--- config.mk ---
export PLATFORM = sky130hd
export DESIGN_NAME = lcd_main
export DESIGN_NICKNAME = d
export VERILOG_FILES = /design/src/rtl/lcd_pkg.sv /design/src/rtl/lcd_main_text_rom.sv /design/src/rtl/lcd_main.sv
export SDC_FILE = /design/constraint.sdc
export NUM_CORES = 1
export LEC_CHECK = 0
export ABC_AREA = 1
export BUFFER_PORTS_ARGS = -buffer_cell sky130_fd_sc_hd__buf_2
export CAP_MARGIN = 5
export CORE_ASPECT_RATIO = 0.9
export CORE_MARGIN = 1.5
export CORE_UTILIZATION = 30
export DETAILED_ROUTE_END_ITERATION = 6
export GPL_TIMING_DRIVEN = 1
export PLACE_DENSITY = 0.48
export SYNTH_ARGS = -nofsm -noshare
export SYNTH_HDL_FRONTEND = slang
export SYNTH_SLANG_ARGS = --single-unit
--- constraint.sdc ---
create_clock -name clk -period 2.1 [get_ports clk]
set_clock_uncertainty 0.05 [all_clocks]
set_input_delay 0.21 -clock clk [delete_from_list [all_inputs] [get_ports clk]]
set_output_delay 0.21 -clock clk [all_outputs]
set_load 0.02 [all_outputs]
--- src/rtl/lcd_pkg.sv ---
// Shared definitions for the HD44780-style character LCD driver.
//   state_t   : sequencer states, in the order the panel visits them
//   CNT_W     : width of the per-state cycle counter (longest state is 400 cycles)
//   LINE_LEN  : cycles spent writing one text line (address command + 16 chars)
//   CMD_*     : HD44780 command bytes issued by the sequencer
package lcd_pkg;

  typedef enum logic [2:0] {
    ST_DELAY        = 3'd0,
    ST_FUNCTION_SET = 3'd1,
    ST_DISP_ONOFF   = 3'd2,
    ST_ENTRY_MODE   = 3'd3,
    ST_LINE1        = 3'd4,
    ST_LINE2        = 3'd5,
    ST_DELAY_T      = 3'd6,
    ST_CLEAR_DISP   = 3'd7
  } state_t;

  localparam int CNT_W    = 9;
  localparam int LINE_LEN = 17;

  localparam logic [7:0] CMD_FUNC_SET = 8'h38;  // 8-bit bus, 2 lines, 5x8 font
  localparam logic [7:0] CMD_DISP_ON  = 8'h0C;  // display on, cursor off
  localparam logic [7:0] CMD_ENTRY    = 8'h06;  // increment address, no shift
  localparam logic [7:0] CMD_CLEAR    = 8'h01;  // clear display
  localparam logic [7:0] CMD_LINE1    = 8'h80;  // DDRAM address 0x00
  localparam logic [7:0] CMD_LINE2    = 8'hC0;  // DDRAM address 0x40

endpackage

--- src/rtl/lcd_main_text_rom.sv ---
// Fixed message text for the two display lines, purely combinational.
// Ports:
//   i_line : 0 selects line 1 text, 1 selects line 2 text
//   i_idx  : character position 0..15
//   o_char : ASCII code of that character
module lcd_main_text_rom (
  input  logic       i_line,
  input  logic [3:0] i_idx,
  output logic [7:0] o_char
);

  localparam logic [127:0] TXT_LINE1 = "HELLO WORLD     ";
  localparam logic [127:0] TXT_LINE2 = "  VERILOG  LCD  ";

  // String literals pack the first character in the most significant byte.
  logic [6:0] w_bit_base;

  always_comb begin
    w_bit_base = {(4'd15 - i_idx), 3'b000};
    if (i_line) o_char = TXT_LINE2[w_bit_base +: 8];
    else        o_char = TXT_LINE1[w_bit_base +: 8];
  end

endmodule

--- src/rtl/lcd_main.sv ---
// HD44780-style character LCD driver, 8-bit write-only bus.
// After reset: power-on wait, init commands, then two 16-char text lines;
// afterwards loops forever: hold, clear, rewrite both lines.
// The clock is already slow enough for the panel, so there is no divider.
// Ports:
//   clk         : system clock, rising-edge active
//   resetn      : asynchronous reset, active HIGH despite its name
//   LCD_E       : enable strobe, clk gated by the registered enable
//   LCD_RS      : 0 = command byte, 1 = character data
//   LCD_RW      : tied 0 (write only)
//   LCD_DATA    : command / character byte
//   o_dbg_state : current sequencer state, for observation only
// Outputs are registered from (state, cnt), so what a state "sends" appears
// on the pins one cycle after the state itself; the strobe's falling edge is
// mid-cycle while data is held stable from the rising edge.
module lcd_main
  import lcd_pkg::*;
#(
  parameter int DLY_PWR  = 70,
  parameter int DLY_CMD  = 30,
  parameter int DLY_HOLD = 400,
  parameter int DLY_CLR  = 200
) (
  input  logic       clk,
  input  logic       resetn,
  output logic       LCD_E,
  output logic       LCD_RS,
  output logic       LCD_RW,
  output logic [7:0] LCD_DATA,
  output state_t     o_dbg_state
);

  state_t           r_state;
  logic [CNT_W-1:0] r_cnt;
  logic             r_e_en;
  logic             r_rs;
  logic [7:0]       r_data;

  state_t           w_next_state;
  state_t           w_succ;
  logic [CNT_W-1:0] w_next_cnt;
  logic [CNT_W-1:0] w_last;
  logic             w_e_en;
  logic             w_rs;
  logic [7:0]       w_data;
  logic             w_line_sel;
  logic [3:0]       w_char_idx;
  logic [7:0]       w_char;

  // Character position: cnt 1..16 maps to text index 0..15.
  assign w_char_idx = 4'(r_cnt - CNT_W'(1));
  assign w_line_sel = (r_state == ST_LINE2);

  lcd_main_text_rom u_text_rom (
    .i_line (w_line_sel),
    .i_idx  (w_char_idx),
    .o_char (w_char)
  );

  // Next-state, next-count and next-output logic.
  always_comb begin
    w_succ     = r_state;
    w_last     = CNT_W'(DLY_PWR - 1);
    w_e_en     = 1'b0;
    w_rs       = 1'b0;
    w_data     = 8'h00;
    unique case (r_state)
      ST_DELAY: begin
        w_last = CNT_W'(DLY_PWR - 1);
        w_succ = ST_FUNCTION_SET;
      end
      ST_FUNCTION_SET: begin
        w_last = CNT_W'(DLY_CMD - 1);
        w_succ = ST_DISP_ONOFF;
        w_e_en = 1'b1;
        w_data = CMD_FUNC_SET;
      end
      ST_DISP_ONOFF: begin
        w_last = CNT_W'(DLY_CMD - 1);
        w_succ = ST_ENTRY_MODE;
        w_e_en = 1'b1;
        w_data = CMD_DISP_ON;
      end
      ST_ENTRY_MODE: begin
        w_last = CNT_W'(DLY_CMD - 1);
        w_succ = ST_LINE1;
        w_e_en = 1'b1;
        w_data = CMD_ENTRY;
      end
      ST_LINE1, ST_LINE2: begin
        w_last = CNT_W'(LINE_LEN - 1);
        w_succ = (r_state == ST_LINE1) ? ST_LINE2 : ST_DELAY_T;
        w_e_en = 1'b1;
        // First cycle sets the DDRAM address, the rest stream characters.
        if (r_cnt == '0) begin
          w_rs   = 1'b0;
          w_data = (r_state == ST_LINE1) ? CMD_LINE1 : CMD_LINE2;
        end else begin
          w_rs   = 1'b1;
          w_data = w_char;
        end
      end
      ST_DELAY_T: begin
        w_last = CNT_W'(DLY_HOLD - 1);
        w_succ = ST_CLEAR_DISP;
      end
      ST_CLEAR_DISP: begin
        w_last = CNT_W'(DLY_CLR - 1);
        w_succ = ST_LINE1;
        w_e_en = 1'b1;
        w_data = CMD_CLEAR;
      end
      default: begin
        w_last = '0;
        w_succ = ST_DELAY;
      end
    endcase

    if (r_cnt == w_last) begin
      w_next_state = w_succ;
      w_next_cnt   = '0;
    end else begin
      w_next_state = r_state;
      w_next_cnt   = r_cnt + CNT_W'(1);
    end
  end

  always_ff @(posedge clk or posedge resetn) begin
    if (resetn) begin
      r_state <= ST_DELAY;
      r_cnt   <= '0;
      r_e_en  <= 1'b0;
      r_rs    <= 1'b0;
      r_data  <= 8'h00;
    end else begin
      r_state <= w_next_state;
      r_cnt   <= w_next_cnt;
      r_e_en  <= w_e_en;
      r_rs    <= w_rs;
      r_data  <= w_data;
    end
  end

  // High for the first half of every enabled cycle; falls while data is stable.
  assign LCD_E       = clk & r_e_en;
  assign LCD_RS      = r_rs;
  assign LCD_RW      = 1'b0;
  assign LCD_DATA    = r_data;
  assign o_dbg_state = r_state;

endmodule

==> summary.md <==
| Metric | Value |
|---|---|
| Syn Std Cell Area | `1560 um2` |
| Crit path time final | `1860 ps` |
| Seq/Total Area, Yosys | `0.352` |
| Initial antenna violation count | `0` |
| Die Area | `5660 um2` |
| Worst Hold Margin | `367 ps` |
| Final setup violation count | `0` |
| Setup TNS | `0 ps` |
| WP depth | `8` |
| # IOs | `16` |
| Leak | `0.954 nW` |
| Critical-path top delay cell | `dfrtp_1` |
| I/O Buffers | `14` |
| Seq cells post-synth | `22` |
| FILL cells | `539` |
| Crit path DAT | `2070 ps` |
| Post-synth EDFFs | `0` |
| Async set-reset flop share out of synthesis | `1.00` |
| Wirelength per Cell | `11.2 um` |
| Detail Route met3 WL | `191 um` |
| Final period util | `0.884` |
| Design area | `1860 um2` |
| Critical Path Sink Type | `flop` |
| Power Density | `523 nW/um2` |
| GRT Resource Usage Total | `0.141` |
| # rows | `24` |
| PostCTS Resize Cnt | `0` |
| CP Class | `flop to flop` |
| Max-slew violations | `0` |
| CTS tree | `yes` |
| Final #Nets | `253` |
| Placed Area | `1740 um2` |
| Latest clock arrival within the worst-skew pair | `370 ps` |
| Synth warn | `0` |
| Via Count | `1380` |
| Routed Antenna Nets | `0` |
| CP bufs+invs | `1` |
| Pin count of the biggest net entering global routing | `23` |
| Mapped Cells | `215` |
| CP max stage delay | `460 ps` |
| Worst Path Max Fanout | `6` |
| Layout Cells excl Fill | `305` |
| Synth Flop Type | `dfrtp_1` |
| Vias in the first global route | `1359` |
| Vias per inst | `4.52` |
| Syn_nets | `227` |
| Fin. Hold Viols | `0` |
| Met2 WL | `1.43 mm` |
| Share of layout cells above drive strength 1 | `0.192` |
| Ant diodes | `0` |
| Highest Signal Layer | `met4` |
| Mean Syn Cell Area | `7.27 um2` |
| Most used cell, CP | `nand3_1` |
| CP Launch Type | `flop` |
| R2r worst-path depth | `8` |
| Met1 WL | `1.77 mm` |
| First-pass GRT wire length | `6.17 mm` |
| Top Family by Delay on Critical Path | `simple AND/OR/NAND/NOR gates` |
| Core area | `4920 um2` |
| Worst-path cell chain | `nor2_2, inv_1, ha_1, or2_2, nand3b_1, nand3_1, nand3_1, nand2_1` |
| Most common cell after layout, fill and taps aside | `nand2_1` |
| R2R Setup Slk | `240 ps` |
| Initial Util | `0.318` |
| Critical Path RT | `2310 ps` |
| Final WL | `3.42 mm` |
| Post-DP HPWL | `2.64 mm` |
| Die height | `71.5 um` |
| Global placement routability congestion | `0.814` |
| RSZ-0062 raised after global routing | `no` |
| DRT iter0 DRCs | `121` |
| Syn-to-layout area delta | `18.8%` |
| Die width | `79.1 um` |
| Final Core Density | `0.377` |
| Max_cap viols | `0` |
| Status | `finished, final reports clean` |
| Dpl cells | `297` |
| Most frequent cells in the layout | `53 x nand2_1, 26 x nand3_1, 22 x dfrtp_1` |
| Netlist cell types | `29` |
| First-pass DRT Iterations | `4` |
| F_max | `0.538 GHz` |
| DRC | `0` |
| GR Overflow Total | `0` |
| Clk slew on worst S/H paths | `80 ps` |
| VDD IR-drop max | `317 uV` |
| Worst min-delay path category | `input port to asynchronous set/reset pin` |
==> worst register-to-register path, delay by kind of cell (launching register included) <==
family        cells  cell delay (ps)
fa+ha+maj         1              320
simple gates      6              790
buf+inv           1              120
flops             1              460
==> logic make-up (layout without fill, tap and decap cells) <==
logic type / Yosys count / count (layout) / synth area share
fa+ha+maj: 10 / 10 / 0.0800
other cells: 1 / 1 / 0.00240
buf+inv: 31 / 56 / 0.0944
flops: 22 / 22 / 0.352
simple gates: 113 / 113 / 0.323
compound gates: 31 / 31 / 0.104
xor+xnor: 7 / 7 / 0.0440
==> sequential cells by signal (all words and copies together), names as in the netlist <==
signal,cells
r_cnt,9
LCD_DATA,8
o_dbg_state,3
LCD_RS,1
r_e_en,1
==> Yosys cell counts (2+ instances only) <==
cell	instances	area, um2
nand2_1	53	199
nand3_1	26	130
dfrtp_1	22	551
inv_1	20	75.1
nor2_1	18	67.6
o21ai_0	15	75.1
a21oi_1	11	55.1
ha_1	10	125
xor2_1	5	43.8
nor2_2	4	25.0
buf_6	3	33.8
inv_2	3	11.3
nand2_2	3	18.8
buf_4	2	15.0
nand3b_1	2	15.0
nand4_1	2	12.5
nor3_1	2	10.0
o211ai_1	2	15.0
o21ai_1	2	10.0
==> layout make-up <==
| type | count | area, um2 | area share |
|---|---|---|---|
| inverters | 23 | 86.3 | 0.0465 |
| flip-flops and latches | 22 | 551 | 0.296 |
| repair buffers | 24 | 150 | 0.0808 |
| well taps | 65 | 81.3 | 0.0438 |
| clock inverters | 2 | 33.8 | 0.0182 |
| multi-input cells | 162 | 868 | 0.467 |
| clock buffers | 7 | 87.6 | 0.0471 |
==> power by group <==
part	internal, mW	switching [mW]	total [mW]
Clock	0.375	0.161	0.536
Sequential	0.423	0	0.423
Combinational	0.00324	0.0101	0.0133
==> path summary, 6_finish.rpt <==
kind	start	endpoint
worst max-delay path	o_dbg_state[1]$_DFFE_PP0N_	LCD_DATA[3]$_DFF_PP0_
worst min-delay path	resetn	r_cnt[8]$_DFF_PP0_
worst max register to register	o_dbg_state[1]$_DFFE_PP0N_	LCD_DATA[3]$_DFF_PP0_
worst min register to register	r_cnt[5]$_DFF_PP0_	r_cnt[5]$_DFF_PP0_
max in group asynchronous	resetn	LCD_DATA[1]$_DFF_PP0_
min in group clk	r_cnt[5]$_DFF_PP0_	r_cnt[5]$_DFF_PP0_
==> layer usage <==
layer	global-route usage	vias up
met5	0	-
met4	0.0390	0
met3	0.0586	5
met2	0.207	27
met1	0.191	611
li1	-	737
==> through the flow <==
stage          setup WS (ps)  total power [mW]
5_1_grt                 67.9              1.02
6_report                 243             0.973
2_1_floorplan           80.9             0.441
4_1_cts                  225             0.991
3_5_place_dp             253             0.444
3_3_place_gp             234             0.444
==> what timing repair did <==
action                     in CTS  in global routing
hold endpoints to repair       22                  0
hold buffers                    1                  0
setup buffers                   0                  0
setup endpoints to repair       0                  0
(Power assumes the default switching activity.)
